## src/rtl/status_decoder.sv

```systemverilog
// Recovers the 2-bit status code (off / on / blinking) from the status LED line by run-length classification.
// Optional input glitch filter: define STATUS_DEC_GLITCH_EN.
module status_decoder #(
  parameter int unsigned HALF_PERIOD = 27_000_000,
  parameter int unsigned TOL         = 1_350_000,
  parameter int unsigned TIMEOUT     = 54_000_000,
  parameter int unsigned GLITCH_CYC  = 4
) (
  input  logic       clk,
  input  logic       reset,
  input  logic       power_in,
  output logic [1:0] status,
  output logic       valid,
  output logic       changed
);

  localparam int unsigned CW      = $clog2(TIMEOUT + 1);
  localparam int unsigned GOOD_LO = HALF_PERIOD - TOL;
  localparam int unsigned GOOD_HI = HALF_PERIOD + TOL;
  localparam logic [CW-1:0] RUN_MAX = CW'(TIMEOUT);
  localparam logic [CW-1:0] RUN_PRE = CW'(TIMEOUT - 1);

  if (TOL > HALF_PERIOD || TIMEOUT < 2 || GLITCH_CYC < 1) begin : g_param_check
    $error("status_decoder: invalid parameter set");
  end

  typedef enum logic [2:0] {
    UNKNOWN,
    STEADY_LO,
    STEADY_HI,
    BLINK_ACQ,
    BLINK
  } state_t;

  typedef enum logic [1:0] {
    CODE_OFF   = 2'd0,
    CODE_ON    = 2'd1,
    CODE_BLINK = 2'd2
  } code_t;

  // Reset asserts asynchronously but releases on a clock edge.
  logic [1:0] rst_pipe;
  logic       rst_n;

  always_ff @(posedge clk or negedge reset) begin
    if (!reset) rst_pipe <= '0;
    else        rst_pipe <= {rst_pipe[0], 1'b1};
  end

  assign rst_n = rst_pipe[1];

  logic [1:0] sync;
  logic       lvl;
  logic       lvl_d;
  logic       lvl_edge;

  always_ff @(posedge clk or negedge rst_n) begin
    if (!rst_n) sync <= '0;
    else        sync <= {sync[0], power_in};
  end

`ifdef STATUS_DEC_GLITCH_EN
  localparam int unsigned GW = $clog2(GLITCH_CYC + 1);
  logic [GW-1:0] stab_cnt;

  // lvl follows the synchronized input only once it has held its new value GLITCH_CYC cycles.
  always_ff @(posedge clk or negedge rst_n) begin
    if (!rst_n) begin
      stab_cnt <= '0;
      lvl      <= 1'b0;
    end else if (sync[1] == lvl) begin
      stab_cnt <= '0;
    end else if (stab_cnt == GW'(GLITCH_CYC - 1)) begin
      stab_cnt <= '0;
      lvl      <= sync[1];
    end else begin
      stab_cnt <= stab_cnt + 1'b1;
    end
  end
`else
  assign lvl = sync[1];
`endif

  always_ff @(posedge clk or negedge rst_n) begin
    if (!rst_n) lvl_d <= 1'b0;
    else        lvl_d <= lvl;
  end

  assign lvl_edge = lvl ^ lvl_d;

  logic [CW-1:0] run;
  logic          half_good;
  logic          sat_hit;
  code_t         steady_code;

  always_ff @(posedge clk or negedge rst_n) begin
    if (!rst_n)               run <= '0;
    else if (lvl_edge)        run <= CW'(1);
    else if (run != RUN_MAX)  run <= run + 1'b1;
  end

  assign half_good   = (32'(run) >= GOOD_LO) && (32'(run) <= GOOD_HI);
  // Fires only on the cycle the counter steps into saturation; an edge that cycle takes priority.
  assign sat_hit     = !lvl_edge && (run == RUN_PRE);
  assign steady_code = lvl ? CODE_ON : CODE_OFF;

  state_t     state;
  logic [1:0] good_cnt;

  always_ff @(posedge clk or negedge rst_n) begin
    if (!rst_n) begin
      state    <= UNKNOWN;
      good_cnt <= '0;
      status   <= CODE_OFF;
      valid    <= 1'b0;
      changed  <= 1'b0;
    end else begin
      changed <= 1'b0;
      if (lvl_edge) begin
        case (state)
          BLINK_ACQ: begin
            if (!half_good) begin
              good_cnt <= '0;
            end else if (good_cnt == 2'd1) begin
              state    <= BLINK;
              good_cnt <= 2'd2;
              status   <= CODE_BLINK;
              valid    <= 1'b1;
              changed  <= (status != CODE_BLINK) || !valid;
            end else begin
              good_cnt <= good_cnt + 2'd1;
            end
          end
          BLINK: begin
            if (!half_good) begin
              state <= UNKNOWN;
              valid <= 1'b0;
            end
          end
          default: begin
            // The half closed by this edge began at an unknown time, so it is never counted.
            state    <= BLINK_ACQ;
            good_cnt <= '0;
          end
        endcase
      end else if (sat_hit) begin
        state   <= lvl ? STEADY_HI : STEADY_LO;
        status  <= steady_code;
        valid   <= 1'b1;
        changed <= (status != steady_code) || !valid;
      end
    end
  end

endmodule

```

## config.mk

```make
export PLATFORM = sky130hd
export DESIGN_NAME = status_decoder
export DESIGN_NICKNAME = d
export VERILOG_FILES = /design/src/rtl/status_decoder.sv
export SDC_FILE = /design/constraint.sdc
export NUM_CORES = 1
export LEC_CHECK = 0
export CAP_MARGIN = 5
export CORE_MARGIN = 2
export CORE_UTILIZATION = 30
export CTS_BUF_LIST = sky130_fd_sc_hd__clkbuf_4
export DETAILED_ROUTE_END_ITERATION = 6
export PLACE_DENSITY = 0.5
export SYNTH_ARGS = -nofsm -noshare
export SYNTH_HDL_FRONTEND = slang
export SYNTH_SLANG_ARGS = --single-unit
```

## constraint.sdc

```tcl
create_clock -name clk -period 1.35 [get_ports clk]
set_input_delay 0.27 -clock clk [delete_from_list [all_inputs] [get_ports clk]]
set_output_delay 0.27 -clock clk [all_outputs]
set_load 0.01 [all_outputs]
```

Word-level counts from Yosys, hierarchy flattened
Index checks and enable logic that the tools add are counted.
Word-level totals
  register bits: 40
  bits of input ports: 3
  output and inout bits: 4
  logic and storage cells: 70
Cells by class
  $add $sub $neg: 2
  $lt $le $gt $ge: 2
  eq/ne operators: 14
  multiplexer cells: 29
  bitwise operators: 2
  reductions and logical operators: 12
Operators with widths (count)
  $mux 26: 2
  $add 26x1->26 const B: 1
  $eq 26x26->1 const B: 1
  $ge 26x25->1 const B: 1
  $le 26x25->1 const B: 1
  $ne 26x26->1 const B: 1
  $mux 2: 8
  $mux 3: 5
  $mux 1: 11
  $ne 3x3->1 const B: 3
  $reduce_and 4->1: 2
  $ne 2x1->1 const B: 3
  $pmux 3 s2: 1
  $reduce_and 5->1: 1
  $pmux 2 s2: 1
  $reduce_bool 2->1: 2
  $eq 3x2->1 const B: 1
  $eq 3x3->1 const B: 1
  $ne 3x1->1 const B: 1
  $add 2x1->2 const B: 1
  $eq 2x1->1 const B: 1
  $logic_and 1x1->1: 2
  $logic_not 1->1: 2
  $logic_or 1x1->1: 2
  other kinds (6): 6

Logic depth before layout (Yosys ltp)
Gate-level depths: netlist (run 1).
  depth in word-level cells: 6
  depth in mapped cells: 9
  gate-level depth less buffers: 9

Worst setup path after synthesis (run 1)
No wires, ideal clock.
  kind: register to register
  start: reg run[25]
  end: reg status[0]
  setup time: 0.128 ns
  arrival time: 2.133 ns
  data required time: 1.222 ns
  path slack: -0.911 ns
  stages on the path, launching flop included: 8
  path buffers: 0
  period minus slack after synthesis: 2.261 ns
  cells stage by stage: dfrtp_1 -> nor4_2 -> nand2_1 -> or4_4 -> a21oi_2 -> nor4_4 -> a31oi_4 -> mux2_1
On the way
  cells in the longest elaborated chain, start to end: 4
  elaborated cells on any way between the ends: 8
  classes of those cells: order compare: 2; eq/ne: 2; reduce/logical: 4
RTL lines
  start: declaration: line 91  | logic [CW-1:0] run;
  start signal: assignment: line 99  | else if (run != RUN_MAX) run <= run + 1'b1;
  $ge 26x25->1 (tied with other cells): line 102  | assign half_good = (32'(run) >= GOOD_LO) && (32'(run) <= GOOD_HI);
  $logic_and 1x1->1, on equally long branches: line 102, 104
  $ne 2x1->1 (no source line) or $reduce_bool 2->1 (tied branches)
  $reduce_and 4->1 (no source line) (*)
  end signal: assignment: line 148  | status <= steady_code;
  end: declaration: line 12  | output logic [1:0] status,
Mark *: on every way between the ends. The rest lies on a longest branch, timed or not.
A chain may end at the register's enable or synchronous reset.

Worst setup path after layout (run 1)
Same ends and word-level chain as after synthesis.

==> parameters.txt, run 1 <==
Parameter                              Value

Worst setup path
  Capture instance of the worst register-to-register path    status[0]
  Worst R2R Start    run[25]
  Critical path peak fanout    3
  Type of element capturing the critical path    flip-flop
  Slowest stage cell, crit path    sky130_fd_sc_hd__or4_4
  Critical path type    reg2reg
  Cells on worst reg2reg path    7
  Critical Path Start Type    flip-flop
  Critical Path Max Stage Delay    0.44 ns
  Critical-path cell list    nor4_2, nand2_1, or4_4, a21oi_4, nor4_4, a31oi_4, mux2_4
  Critical path data required time    1.61 ns
  Data arrival at the endpoint of the critical path    2.41 ns
  Register-to-register path setup slack    -0.79 ns

Clock tree
  Num CTS Buffers    5
  Clock sink count    40
  H-Tree Depth    2
  Clock latency reported for the late side of the worst-skew pair    between 0.3 and 0.4 ns
  TritonCTS clock tree    built
  Hold-fix buffers at CTS    0
  Number of buffers on the longest clock path    2
  Clock tree root buffer cell    sky130_fd_sc_hd__clkbuf_4
  Clock slew at the register clock pins of the worst setup and hold paths    0.14 ns

Global route
  Maximum number of pins on one net before global-route repair    39
  Via count of the first global-routing pass    1897
  GR Overflow Total    0
  Number of antenna violations at the first check in global routing    0
  Total global-route track usage    between 10% and 20%
  Wire length of the first global-routing pass    9.170 mm

Route
  Ratio of routed vias to standard cells    4.676
  DR iter-0 viols    66
  Final Routed Wirelength    ~5.8 mm
  Total number of vias    1964
  Remaining antenna violation count    0
  Mean routed wirelength per cell    13.83 um
  TritonRoute pass-1 iters    4
  Number of remaining DRC errors    0

Layout
  ANT cells    0
  Final Net Count    330
  Signed area change from the synthesized netlist to the final layout    62.14%
  Fraction of final layout cells with drive strength greater than 1    47.22%
  Fin cells    420
  Fill cell total of the finished layout    635
  Cell area after layout    ~3500 um^2

Placed design
  Buffers on Ports    6
  Inst Count DP    388
  Post-Place Setup Slack    -0.7996 ns
  Half-perimeter wire length after placement    3.660 mm
  Instance area after placement    2854 um^2
  RD Place Congestion    0.7949

Synth
  Number of standard cells after synthesis    231
  Register area share after synthesis    46.81%
  Most instantiated flip-flop cell in the synthesis netlist    sky130_fd_sc_hd__dfrtp_1
  Share of synthesized registers carrying an async set or reset    100.0%
  Fraction of synthesized cell area taken by the top area cell type    46.81%
  Count leader, synth    sky130_fd_sc_hd__nor2_1
  EDFF count, synth    0
  Area leader, netlist    sky130_fd_sc_hd__dfrtp_1
  Netlist cell types    46
  Number of warnings issued by yosys    0
  Number of synthesized register bits    40
  Top cells by area in the synthesized netlist    sky130_fd_sc_hd__dfrtp_1, sky130_fd_sc_hd__nor2_1, sky130_fd_sc_hd__xor2_1, sky130_fd_sc_hd__nand3_1, sky130_fd_sc_hd__xnor2_1
  Avg Cell Area, Syn    9.257 um^2
  Area of the mapped netlist    2138 um^2
  Nets in the synthesized netlist    about 240
  Top cell types by occurrence after synthesis    sky130_fd_sc_hd__nor2_1, sky130_fd_sc_hd__dfrtp_1, sky130_fd_sc_hd__nand2_1

Die
  Starting Density    31.30%
  I/O Pins    7
  Chip width    ~88 um
  Die span in y    88.43 um
  Area of the die    7819 um^2
  Area of the placeable core    6832 um^2
  # rows    30

Hold path
  Class of the most critical hold timing path    in2async

Status
  Status    finished, violations left
  Violated checks    setup timing

STA
  Fmax achieved    466.4 MHz
  Time the final worst path needs with I/O delays and setup    between 2 and 2.5 ns
  Max-slew violations    0
  Number of failing hold endpoints at the final stage    0
  Fin crit share    158.8%
  Clock tree skew after final layout    0.01506 ns
  Final setup margin    -0.7943 ns
  Unrepaired setup endpoints after global routing    true
  Setup violation total in the final timing report    33

Power
  Worst vdd ir    360.3 uV
  Static leakage    about 1.5 nW
  Ratio of total power to cell area    817.3 nW/um^2

Job
  Max-cap check violation count    0
[power breakdown]
part	internal, W	switching (W)	leakage [nW]
Sequential	0.00127	0.0000665	0.529
Clock	0.000386	0.000439	0.0412
Combinational	0.000351	0.000323	0.974
[sequential cells by signal, summed over array words and instances (netlist names)]
register / count
changed: 1
good_cnt: 2
rst_pipe: 2
status: 2
run: 26
sync: 2
lvl_d: 1
state: 3
valid: 1
[metal layers]
metal | routed length (um) | up-vias | GRT usage (%)
met2 | 2906 | 22 | 25.09
met3 | 121 | 7 | 2.519
met5 | 0 | - | 0
li1 | - | 994 | -
met1 | 2725 | 941 | 20.85
met4 | 55 | 0 | 3.306
[critical path: cells and delay by family, from the launching register on]
kind | cells | cell delay [ns]
mux | 1 | 0.31
flops | 1 | 0.41
compound gates | 2 | 0.38
simple gates | 4 | 0.92
[timing repair]
action | in CTS | in global routing
setup buffers | 15 | 15
gates resized for setup | 60 | 30
setup endpoints to repair | 36 | 36
cloned | 0 | 0
pin swaps | 25 | 22
[area by class of cell]
class                           instances  area (um^2)  share of cell area (%)
Multi-Input combinational cell        173         1409                   40.64
Sequential cell                        40         1005                   28.98
Timing Repair Buffer                   93        815.8                   23.53
Tap cell                               96        120.1                   3.464
Clock inverter                          3        42.54                   1.227
Clock buffer                            5        37.54                   1.083
Inverter                               10        37.54                   1.083
[stage by stage]
stage	setup TNS [ns]	util, %	hold slack [ns]	total power (W)
floorplan	-9.102	-	-0.02559	0.001638
global placement	-13.72	41.78	0.2463	0.001836
detailed placement	-13.79	41.78	0.2483	0.001847
CTS	-14.74	47.95	0.04755	0.002795
global route	-19.47	50.75	0.01906	0.002996
finish	-15.88	50.75	0.04931	0.002834
[logic make-up (layout without fill, tap and decap cells)]
logic type / count (synthesis) / count (layout) / share of synthesized area [%]
AO/OA/AOI/OAI: 29 / 29 / 9.538
adder cells (fa/ha/maj): 4 / 4 / 2.341
flip-flops: 40 / 40 / 46.81
multiplexers: 2 / 2 / 0.9947
buffers and inverters: 18 / 111 / 3.277
XOR/XNOR: 23 / 23 / 9.421
other: 1 / 1 / 0.1754
AND/OR/NAND/NOR: 114 / 114 / 27.44
[cell usage in the layout (no fill, tap or decap), types with 3 or more instances in the layout]
cell,n
sky130_fd_sc_hd__nand2_2,3
sky130_fd_sc_hd__nor4_4,4
sky130_fd_sc_hd__nand3_1,5
sky130_fd_sc_hd__inv_1,9
sky130_fd_sc_hd__buf_6,25
sky130_fd_sc_hd__nor2_1,36
sky130_fd_sc_hd__nand3_2,8
sky130_fd_sc_hd__nor2_4,3
sky130_fd_sc_hd__dfrtp_2,3
sky130_fd_sc_hd__nand3_4,3
sky130_fd_sc_hd__dfrtp_1,37
sky130_fd_sc_hd__nor4_2,3
sky130_fd_sc_hd__a21oi_2,3
sky130_fd_sc_hd__nor3_1,5
sky130_fd_sc_hd__nor2_2,3
sky130_fd_sc_hd__ha_1,3
sky130_fd_sc_hd__buf_4,61
sky130_fd_sc_hd__nand4_1,3
sky130_fd_sc_hd__dlygate4sd2_1,3
sky130_fd_sc_hd__a21oi_1,7
sky130_fd_sc_hd__clkbuf_4,5
sky130_fd_sc_hd__xor2_1,15
sky130_fd_sc_hd__xnor2_2,3
sky130_fd_sc_hd__nand2_1,13
sky130_fd_sc_hd__xnor2_1,5
[worst max-delay path by stage]
stage / startpoint / end / slack [ns] / cells past startpoint
2_1_floorplan: run[11] / status[0] / -0.82 / 7
3_3_place_gp: run[15] / status[0] / -0.78 / 9
3_5_place_dp: run[11] / status[0] / -0.80 / 7
4_1_cts: run[11] / status[0] / -0.79 / 7
5_1_grt: run[0] / changed / -0.94 / 10
6_report: run[25] / status[0] / -0.79 / 7
Note: power is estimated with default switching activity, not from simulation.
==> run 2: changes to the inputs <==
--- a/config.mk
+++ b/config.mk
@@ -11,6 +11,7 @@
 export CTS_BUF_LIST = sky130_fd_sc_hd__clkbuf_4
 export DETAILED_ROUTE_END_ITERATION = 6
 export PLACE_DENSITY = 0.5
+export SKIP_LAST_GASP = 1
 export SYNTH_ARGS = -nofsm -noshare
 export SYNTH_HDL_FRONTEND = slang
 export SYNTH_SLANG_ARGS = --single-unit
==> run 2 against run 1 <==
  * Clock power fell by 1%
  * Hold slack improved by 0.0079 ns
  * Worst setup slack lost 0.038 ns
  * Combinational power is 4.6% lower
  * Sequential cell count is the same
  * Die area stayed put
  * Sequential share of layout area grew 0.45 points
  * Clock-buffer cell count did not move
  * Clock skew shrank 0.0037 ns
  * The flow still finishes with violations (setup timing)
  * Via count is essentially flat
  * Non-clock buffer count down 1
==> parameters.txt, run 2 (synthesis gave the netlist of run 1 again) <==
Parameter                              Value

STA
  Time the final worst path needs with I/O delays and setup    2.182 ns (was 2.144 ns)
  Worst hold slack across all endpoints    0.05717 ns (was 0.04931 ns)
  Fin crit share    161.7% (was 158.8%)
  Unrepaired setup endpoints after global routing    true (unchanged)
  Number of failing hold endpoints at the final stage    0 (unchanged)
  Max-slew violations    0 (unchanged)
  Setup violation total in the final timing report    33 (unchanged)
  Clock tree skew after final layout    0.01137 ns (was 0.01506 ns)
  Fmax achieved    458.2 MHz (was 466.4 MHz)
  Final setup margin    -0.8324 ns (was -0.7943 ns)

Die
  # rows    30 (unchanged)
  Area of the placeable core    6832 um^2 (unchanged)
  Area of the die    7819 um^2 (unchanged)
  Die span in y    88.43 um (unchanged)
  Chip width    88.43 um (unchanged)
  Starting Density    31.30% (unchanged)
  I/O Pins    7 (unchanged)

Route
  TritonRoute pass-1 iters    4 (unchanged)
  DR iter-0 viols    63 (was 66)
  Number of remaining DRC errors    0 (unchanged)
  Final Routed Wirelength    5.644 mm (was 5.807 mm)
  Mean routed wirelength per cell    13.47 um (was 13.83 um)
  Total number of vias    1963 (was 1964)
  Ratio of routed vias to standard cells    4.685 (was 4.676)
  Remaining antenna violation count    0 (unchanged)

Worst setup path
  Critical Path Max Stage Delay    0.44 ns (about the same)
  Critical-path cell list    nor4_2, nand2_1, or4_4, a21oi_4, nor4_4, buf_4, buf_4, a32o_1 (was nor4_2, nand2_1, or4_4, a21oi_4, nor4_4, a31oi_4, mux2_4)
  Slowest stage cell, crit path    sky130_fd_sc_hd__or4_4 (unchanged)
  Data arrival at the endpoint of the critical path    2.44 ns (was 2.41 ns)
  Most common cell on crit path    sky130_fd_sc_hd__buf_4
  Critical path peak fanout    4 (was 3)
  Critical path data required time    1.61 ns (about the same)
  Critical Path Start Type    flip-flop (unchanged)
  Type of element capturing the critical path    flip-flop (unchanged)
  Critical path type    reg2reg (unchanged)

Placed design
  RD Place Congestion    0.7949 (unchanged)
  Inst Count DP    388 (unchanged)
  Half-perimeter wire length after placement    3.660 mm (unchanged)
  Buffers on Ports    6 (unchanged)

Layout
  Area of combinational cells with multiple inputs    1383 um^2 (was 1409 um^2)
  Register bank with the most flops    run (unchanged)
  Signed area change from the synthesized netlist to the final layout    59.68% (was 62.14%)
  Max reg flops    26 (unchanged)
  Fill cell total of the finished layout    644 (was 635)
  Final Net Count    329 (was 330)
  ANT cells    0 (unchanged)
  Fin cells    419 (was 420)
  Sequential cell area    1005 um^2 (unchanged)
  Fraction of final layout cells with drive strength greater than 1    45.51% (was 47.22%)
  Largest registers ranked by flip-flop count    run x26, state x3 (unchanged)
  Most common library cell in the layout ignoring fill and taps    sky130_fd_sc_hd__buf_4 (unchanged)
  Most frequent cells in the layout    sky130_fd_sc_hd__buf_4, sky130_fd_sc_hd__dfrtp_1, sky130_fd_sc_hd__nor2_1 (unchanged)

Clock tree
  Clock latency reported for the late side of the worst-skew pair    0.35 ns (was 0.36 ns)
  Number of buffers on the longest clock path    2 (unchanged)
  Clock sink count    40 (unchanged)
  Clock tree root buffer cell    sky130_fd_sc_hd__clkbuf_4 (unchanged)
  TritonCTS clock tree    built (unchanged)
  Num CTS Buffers    5 (unchanged)
  Hold-fix buffers at CTS    0 (unchanged)
  Clock slew at the register clock pins of the worst setup and hold paths    0.13 ns (was 0.14 ns)
  H-Tree Depth    2 (unchanged)

Hold path
  Class of the most critical hold timing path    in2async (unchanged)

Global route
  Via count of the first global-routing pass    1882 (was 1897)
  Wire length of the first global-routing pass    9.114 mm (was 9.170 mm)
  Number of antenna violations at the first check in global routing    0 (unchanged)
  Total global-route track usage    15.06% (was 15.14%)
  GR Overflow Total    0 (unchanged)
  Maximum number of pins on one net before global-route repair    39 (unchanged)

Power
  Ratio of total power to cell area    817.4 nW/um^2 (was 817.3 nW/um^2)
  Total power    0.002791 W (was 0.002834 W)
  Worst vdd ir    352.7 uV (was 360.3 uV)
  Static leakage    1.510 nW (was 1.544 nW)

Job
  Max-cap check violation count    0 (unchanged)

Status
  Violated checks    setup timing (unchanged)
  Status    finished, violations left (unchanged)
[run 2: cell count changes in the layout (fill, tap and decap cells not counted), sizes merged]
cell / change
buf: -1
[run 2: power breakdown]
| part | total [W] | switching, W | internal [W] |
|---|---|---|---|
| registers | 0.00133 | 0.0000658 | 0.00127 |
| logic | 0.000642 | 0.000304 | 0.000338 |
| clock network | 0.000815 | 0.000428 | 0.000386 |
| total | 0.00279 | 0.000799 | 0.00199 |
[run 2: worst paths after layout]
check,from,cells past startpoint,slack [ns],to
min reg2reg,rst_pipe[1],1,0.25,sync[1]
max reg2reg,run[16],8,-0.83,good_cnt[1]
min,reset,1,0.06,rst_pipe[1]
max in group asynchronous,rst_pipe[1],1,0.89,run[7]
min in group clk,power_in,1,0.35,sync[0]
max,run[16],8,-0.83,good_cnt[1]
[run 2: metal layers]
layer	vias up	track usage, %	share of wire [%]
li1	989	-	-
met1	951	20.81	48
met2	21	24.88	50
met3	2	2.519	2.6
met4	0	3.306	0.32
met5	-	0	0
[run 2: what timing repair did]
item                       in CTS  in global routing
setup endpoints to repair      36                 36
setup buffers                  15                  9
gates resized for setup        54                 22
pin swaps                      24                 26
[run 2: per-stage QoR]
stage	worst slack (ns)	setup TNS [ns]	utilization, %	area (um^2)
2_1_floorplan	-0.8189	-9.102	-	2235
5_1_grt	-0.9462	-19.49	49.98	3415
3_3_place_gp	-0.7843	-13.72	41.78	2854
3_5_place_dp	-0.7996	-13.79	41.78	2854
4_1_cts	-0.8051	-14.82	47.64	3254
6_report	-0.8324	-16.06	49.98	3415
[run 2: layout make-up]
type	instances	area share, %
inverter	10	1.099
tap	96	3.518
timing repair buffer	92	23.12
sequential	40	29.42
multi-input combinational	173	40.49
clock buffer	5	1.099
clock inverter	3	1.246
[run 2: critical path: cells and delay by family (launching register included)]
| kind | cells | cell delay (ns) |
|---|---|---|
| and+or+nand+nor | 4 | 0.95 |
| DFF | 1 | 0.43 |
| AOI/OAI and AO/OA | 2 | 0.42 |
| buffers and inverters | 2 | 0.29 |
